<file path="src/rtl/ptp_tx_gen.sv">
`default_nettype none
// +-----------------------------------------------------------------------------+
// | Module   : ptp_tx_gen                                                       |
// | Purpose  : Builds a 60-byte Layer-2 PTPv2 event frame on request and streams |
// |            it as 15 big-endian 32-bit words with sop/eop/ready handshake.   |
// | Revision : 1.0                                                              |
// +-----------------------------------------------------------------------------+
module ptp_tx_gen #(
  parameter logic [47:0] DST_MAC  = 48'h011B19000000,
  parameter logic [47:0] SRC_MAC  = 48'h000000000000,
  parameter logic [63:0] CLOCK_ID = 64'h0,
  parameter logic [15:0] PORT_NUM = 16'd1,
  parameter logic [7:0]  DOMAIN   = 8'd0,
  parameter logic [7:0]  LOG_SYNC = 8'h00
) (
  input  wire logic        clk,
  input  wire logic        rst_n,
  input  wire logic        tx_req,
  input  wire logic [3:0]  tx_msgid,
  input  wire logic [15:0] tx_seqid,
  input  wire logic [47:0] tx_ts_sec,
  input  wire logic [31:0] tx_ts_ns,
  output logic             tx_ack,
  output logic             tx_busy,
  output logic             tx_done,
  output logic [31:0]      tx_data,
  output logic             tx_valid,
  output logic             tx_sop,
  output logic             tx_eop,
  output logic [1:0]       tx_mod,
  input  wire logic        tx_ready
);

  localparam logic [3:0]  c_last_word = 4'd14;
  localparam logic [15:0] c_ethertype = 16'h88F7;
  localparam logic [15:0] c_msg_len   = 16'd44;
  localparam logic [7:0]  c_ptp_ver   = 8'h02;

  typedef enum logic [0:0] {
    ST_IDLE = 1'b0,
    ST_SEND = 1'b1
  } state_t;

  state_t      r_state, w_state_d;
  logic [3:0]  r_cnt, w_cnt_d;
  logic [31:0] r_data, w_data_d;
  logic        r_valid, w_valid_d;
  logic        r_sop, w_sop_d;
  logic        r_eop, w_eop_d;
  logic        r_ack, w_ack_d;
  logic        r_busy, w_busy_d;
  logic        r_done, w_done_d;
  logic [3:0]  r_msgid, w_msgid_d;
  logic [15:0] r_seqid, w_seqid_d;
  logic [47:0] r_sec, w_sec_d;
  logic [31:0] r_ns, w_ns_d;
  logic        w_accept;
  logic [3:0]  w_cnt_next;

  // Frame word lookup from the latched per-frame fields and the fixed parameters.
  function automatic logic [31:0] frame_word(
    input logic [3:0]  idx,
    input logic [3:0]  msgid,
    input logic [15:0] seqid,
    input logic [47:0] sec,
    input logic [31:0] ns
  );
    logic [7:0]  ctrl;
    logic [7:0]  log_int;
    logic [31:0] word;
    ctrl    = (msgid == 4'd0) ? 8'h00 : ((msgid == 4'd1) ? 8'h01 : 8'h05);
    log_int = (msgid == 4'd0) ? LOG_SYNC : 8'h7F;
    case (idx)
      4'd0:    word = DST_MAC[47:16];
      4'd1:    word = {DST_MAC[15:0], SRC_MAC[47:32]};
      4'd2:    word = SRC_MAC[31:0];
      4'd3:    word = {c_ethertype, 4'h0, msgid, c_ptp_ver};
      4'd4:    word = {c_msg_len, DOMAIN, 8'h00};
      4'd8:    word = {16'h0000, CLOCK_ID[63:48]};
      4'd9:    word = CLOCK_ID[47:16];
      4'd10:   word = {CLOCK_ID[15:0], PORT_NUM};
      4'd11:   word = {seqid, ctrl, log_int};
      4'd12:   word = sec[47:16];
      4'd13:   word = {sec[15:0], ns[31:16]};
      4'd14:   word = {ns[15:0], 16'h0000};
      default: word = 32'h0;
    endcase
    return word;
  endfunction

  assign w_accept   = r_valid && tx_ready;
  assign w_cnt_next = r_cnt + 4'd1;

  always_comb begin
    w_state_d = r_state;
    w_cnt_d   = r_cnt;
    w_data_d  = r_data;
    w_valid_d = r_valid;
    w_sop_d   = r_sop;
    w_eop_d   = r_eop;
    w_ack_d   = 1'b0;
    w_busy_d  = r_busy;
    w_done_d  = 1'b0;
    w_msgid_d = r_msgid;
    w_seqid_d = r_seqid;
    w_sec_d   = r_sec;
    w_ns_d    = r_ns;
    case (r_state)
      ST_IDLE: begin
        if (tx_req) begin
          w_state_d = ST_SEND;
          w_msgid_d = tx_msgid;
          w_seqid_d = tx_seqid;
          w_sec_d   = tx_ts_sec;
          w_ns_d    = tx_ts_ns;
          w_cnt_d   = 4'd0;
          w_data_d  = frame_word(4'd0, tx_msgid, tx_seqid, tx_ts_sec, tx_ts_ns);
          w_valid_d = 1'b1;
          w_sop_d   = 1'b1;
          w_eop_d   = 1'b0;
          w_ack_d   = 1'b1;
          w_busy_d  = 1'b1;
        end
      end
      ST_SEND: begin
        if (w_accept) begin
          if (r_cnt == c_last_word) begin
            // Counter stays at the last index until the next frame reloads it.
            w_state_d = ST_IDLE;
            w_valid_d = 1'b0;
            w_sop_d   = 1'b0;
            w_eop_d   = 1'b0;
            w_busy_d  = 1'b0;
            w_done_d  = 1'b1;
            w_data_d  = 32'h0;
          end else begin
            w_cnt_d   = w_cnt_next;
            w_data_d  = frame_word(w_cnt_next, r_msgid, r_seqid, r_sec, r_ns);
            w_sop_d   = 1'b0;
            w_eop_d   = (w_cnt_next == c_last_word);
          end
        end
      end
      default: w_state_d = ST_IDLE;
    endcase
  end

  always_ff @(posedge clk or negedge rst_n) begin
    if (!rst_n) begin
      r_state <= ST_IDLE;
      r_cnt   <= 4'd0;
      r_data  <= 32'h0;
      r_valid <= 1'b0;
      r_sop   <= 1'b0;
      r_eop   <= 1'b0;
      r_ack   <= 1'b0;
      r_busy  <= 1'b0;
      r_done  <= 1'b0;
      r_msgid <= 4'd0;
      r_seqid <= 16'd0;
      r_sec   <= 48'd0;
      r_ns    <= 32'd0;
    end else begin
      r_state <= w_state_d;
      r_cnt   <= w_cnt_d;
      r_data  <= w_data_d;
      r_valid <= w_valid_d;
      r_sop   <= w_sop_d;
      r_eop   <= w_eop_d;
      r_ack   <= w_ack_d;
      r_busy  <= w_busy_d;
      r_done  <= w_done_d;
      r_msgid <= w_msgid_d;
      r_seqid <= w_seqid_d;
      r_sec   <= w_sec_d;
      r_ns    <= w_ns_d;
    end
  end

  assign tx_ack   = r_ack;
  assign tx_busy  = r_busy;
  assign tx_done  = r_done;
  assign tx_data  = r_data;
  assign tx_valid = r_valid;
  assign tx_sop   = r_sop;
  assign tx_eop   = r_eop;
  assign tx_mod   = 2'b00;

endmodule
`default_nettype wire
</file>
<file path="config.mk">
export PLATFORM = sky130hd
export DESIGN_NAME = ptp_tx_gen
export DESIGN_NICKNAME = d
export VERILOG_FILES = /design/src/rtl/ptp_tx_gen.sv
export SDC_FILE = /design/constraint.sdc
export NUM_CORES = 1
export LEC_CHECK = 0
export BUFFER_PORTS_ARGS = -buffer_cell sky130_fd_sc_hd__buf_4
export CORE_UTILIZATION = 49
export CTS_CLUSTER_DIAMETER = 80
export CTS_CLUSTER_SIZE = 12
export DETAILED_ROUTE_END_ITERATION = 8
export PLACE_DENSITY_LB_ADDON = 0.3
export SLEW_MARGIN = 0
export SYNTH_ARGS = -nofsm -noshare
export SYNTH_HDL_FRONTEND = slang
export SYNTH_SLANG_ARGS = --single-unit
</file>
<file path="constraint.sdc">
create_clock -name clk -period 2.3 [get_ports clk]
set_input_delay 0.345 -clock clk [delete_from_list [all_inputs] [get_ports clk]]
set_output_delay 0.345 -clock clk [all_outputs]
set_load 0.1 [all_outputs]
</file>
==> key figures <==
Clock network
  • Setup bufs post-CTS: 0
  • Clk Latency, worst-skew pair: 0.42 ns
  • Clock Sinks: 142
  • CTS Root Cell: clkbuf_16
  • CTS tree: done
  • TritonCTS buffer count: 17
  • H-tree depth: 4
  • Max Buffers Root-to-Sink: 2
  • CTS clk-pin slew, worst paths: 0.06 ns

GRT
  • Grt total ovfl: 0
  • GRT Total Usage: 28.59%
  • Global-route wire length before repair: 29,220 um
  • Pin count of the biggest net entering global routing: 55
  • Vias in the first global route: 5,707
  • Antenna violations before repair: 0

Synthesis
  • Sequential-to-total area share from yosys stat: 54.85%
  • Number of synthesized flops with an enable pin: 0
  • Post-synthesis sequential element count: 142
  • Syn_area_per_cell: 8.708 um2
  • Yosys cell types: 54
  • Top FF cell, synth: dfrtp_1
  • Ys async rst share: 100.0%
  • Syn. warnings: 0
  • Synthesized area: 6479 um2
  • Synth Instances: 744

Pwr
  • Leakage power: 0.004349 uW
  • Clock Power Share: 25.3%
  • Peak supply drop: 0.6462 mV
  • Power Density: 1205 nW/um2
  • Sw Pwr: 4335 uW
  • Sw frac: 42.55%
  • Logic pwr share: 42.7%
  • Total power: 10,190 uW
  • Internal power: 5854 uW
  • Sequential power share: 32.0%

Worst setup path
  • CP Class: reg -> reg
  • Critical Path AT: 2.51 ns
  • Max FO, Critical Path: 31
  • Worst setup EP type: register
  • CP required: 2.59 ns
  • Crit path launch type: register
  • Critical R2R Launch: r_cnt[0]$_DFFE_PN0P_
  • CP startpoint: r_cnt[0]$_DFFE_PN0P_

STA
  • RSZ-0062 raised after global routing: false
  • Tmin final: 2.217 ns
  • Max Clock Freq: 451.2 MHz
  • Final setup skew: 0.005012 ns
  • Worst relative slew slack: 63.52%
  • Final worst path period share: 96.37%
  • Final Max Tran Viols: 0
  • Fin. Hold Viols: 0
  • Tightest Pin Transition: 0.5473 ns
  • Endpoints failing setup: 0
  • Total negative slack: 0 ns

Layout
  • Area of the multi-input gates: 2690 um2
  • Layout fillers: 1,035
  • Fin area: 8454 um2
  • Share of layout cells above drive strength 1: 24.23%
  • Nets: 1,001
  • Diode count: 0
  • Final core occ: 66.19%
  • Area growth syn-to-layout: 30.49%
  • Register area: 3555 um2
  • Fin cells: 1,076

Worst hold path
  • Hold_sp: tx_ts_ns[0]
  • Min-delay worst type: in -> reg

Routing
  • # DRC: 0
  • First-pass DRT Iterations: 6
  • ANT nets after route: 0
  • Total wire length: 18,260 um
  • DR WL/cell: 16.97 um
  • Via count: 6,030
  • DR iter-0 viols: 595
  • Number of vias per cell: 5.604

Placed design
  • DP Wirelength: 13,120 um
  • IO buf count: 141
  • Gpl congestion: 0.8672
  • DP Area: 7869 um2
  • DP Cell Count: 1,043

Floorplanning
  • Die ar.: 13,690 um2
  • Num ports: 144
  • Starting Density: 50.72%
  • Number of cell rows: 41
  • Core area: 12,770 um2
  • Die W: 117.0 um
  • Die H: 117.0 um

Run status
  • Outcome: complete, no violations

Job
  • Max cap viols: 0
==> what timing repair did <==
action | CTS | global route
resized for setup | 0 | 6
endpoints found under the setup margin | 0 | 25
hold endpoints to repair | 50 | 0
hold buffers | 1 | 0
==> path summary, 6_finish.rpt <==
kind | to | slack [ns] | depth (start not counted)
setup / recovery | tx_data[24]$_DFFE_PN0P_ | 0.08 | 7
hold / removal | r_ns[0]$_DFFE_PN0P_ | 0.11 | 3
setup reg to reg | tx_data[24]$_DFFE_PN0P_ | 0.08 | 7
hold reg to reg | r_ns[25]$_DFFE_PN0P_ | 0.48 | 2
max in group asynchronous | r_sec[37]$_DFFE_PN0P_ | 1.12 | 3
min in group asynchronous | r_seqid[4]$_DFFE_PN0P_ | 0.45 | 2
==> per-stage QoR <==
stage / worst slack [ns] / hold slack (ns)
2_1_floorplan: 0.1359 / 0.04941
3_3_place_gp: 0.1799 / 0.3343
3_5_place_dp: 0.1292 / 0.3373
4_1_cts: 0.1046 / 0.08990
5_1_grt: 0.004545 / 0.1090
6_report: 0.08350 / 0.1106
==> per-layer routing <==
metal / GRT usage (%) / share of wire, % / up-vias / wire [um]
met5: 0 / 0 / - / 0
met1: 40.25 / 44 / 2941 / 8008
li1: - / - / 2795 / -
met4: 10.63 / 1.8 / 0 / 327
met3: 5.664 / 6.9 / 37 / 1269
met2: 44.06 / 47 / 257 / 8657
==> registers in the layout (all words and copies together), names as in the netlist <==
name,flops
r_cnt,4
tx_eop,1
r_seqid,16
tx_data,32
tx_sop,1
r_sec,48
tx_ack,1
r_ns,32
tx_done,1
r_state,1
r_msgid,4
tx_busy,1
==> cell families after synthesis <==
logic type | count (synthesis) | share of synthesized area [%]
DFF | 142 | 54.85
adders and majority gates | 6 | 1.159
and+or+nand+nor | 398 | 24.66
other | 1 | 0.05788
xor gates and xnor gates | 2 | 0.2704
muxes | 1 | 0.1545
buffers and inverters | 64 | 4.113
AOI/OAI and AO/OA | 130 | 14.74
==> cells in the final DEF (no fill, tap or decap), drive strengths merged, types with 4 or more instances in the layout <==
master / instances
a22o: 11
nor3: 8
buf: 179
nor4: 4
nand2: 335
clkinv: 5
clkbuf: 26
ha: 6
nand4: 4
a221oi: 8
a211oi: 5
dfrtp: 142
nand3: 13
and3: 4
inv: 10
a32oi: 5
nor2: 16
a2bb2oi: 5
o21ai: 42
a21oi: 15
a222oi: 13
==> synthesized netlist by cell type, drive strengths merged, types with 5 or more instances <==
library cell | count | area share [%]
ha | 6 | 1.2
a222oi | 13 | 2.0
nor2 | 16 | 0.93
a22o | 11 | 1.5
clkbuf | 37 | 2.1
a221oi | 8 | 1.1
a211oi | 5 | 0.58
nand3 | 13 | 1.0
a32oi | 5 | 0.68
dfrtp | 142 | 55
a21oi | 15 | 1.2
nand2 | 335 | 19
a2bb2oi | 5 | 0.68
inv | 10 | 0.58
buf | 16 | 1.3
nor3 | 8 | 0.62
o21ai | 42 | 3.5
==> power groups by stage <==
stage	Sequential (uW)	Combinational (uW)	Clock, uW
floorplan	4360	1810	0
CTS	3250	4290	2620
global placement	3280	4200	0
detailed placement	3280	4270	0
global route	3290	4630	2720
finish	3260	4350	2580
==> area by class of cell <==
type	count	area share, %
flip-flops and latches	142	42.05
multi-input cells	539	31.82
clock inverters	6	0.6808
repair buffers	180	16.50
clock buffers	26	5.905
inverters	11	0.5032
well taps	172	2.546
==> worst max-delay path: stages (launching register included) <==
cell and delay (ns):
dfrtp_2 0.46, buf_4 0.17, ha_1 0.23, buf_12 0.18
a22o_1 0.27, a211o_1 0.30, a221oi_1 0.35, nor3_1 0.11
Note: power is estimated with default switching activity, not from simulation.
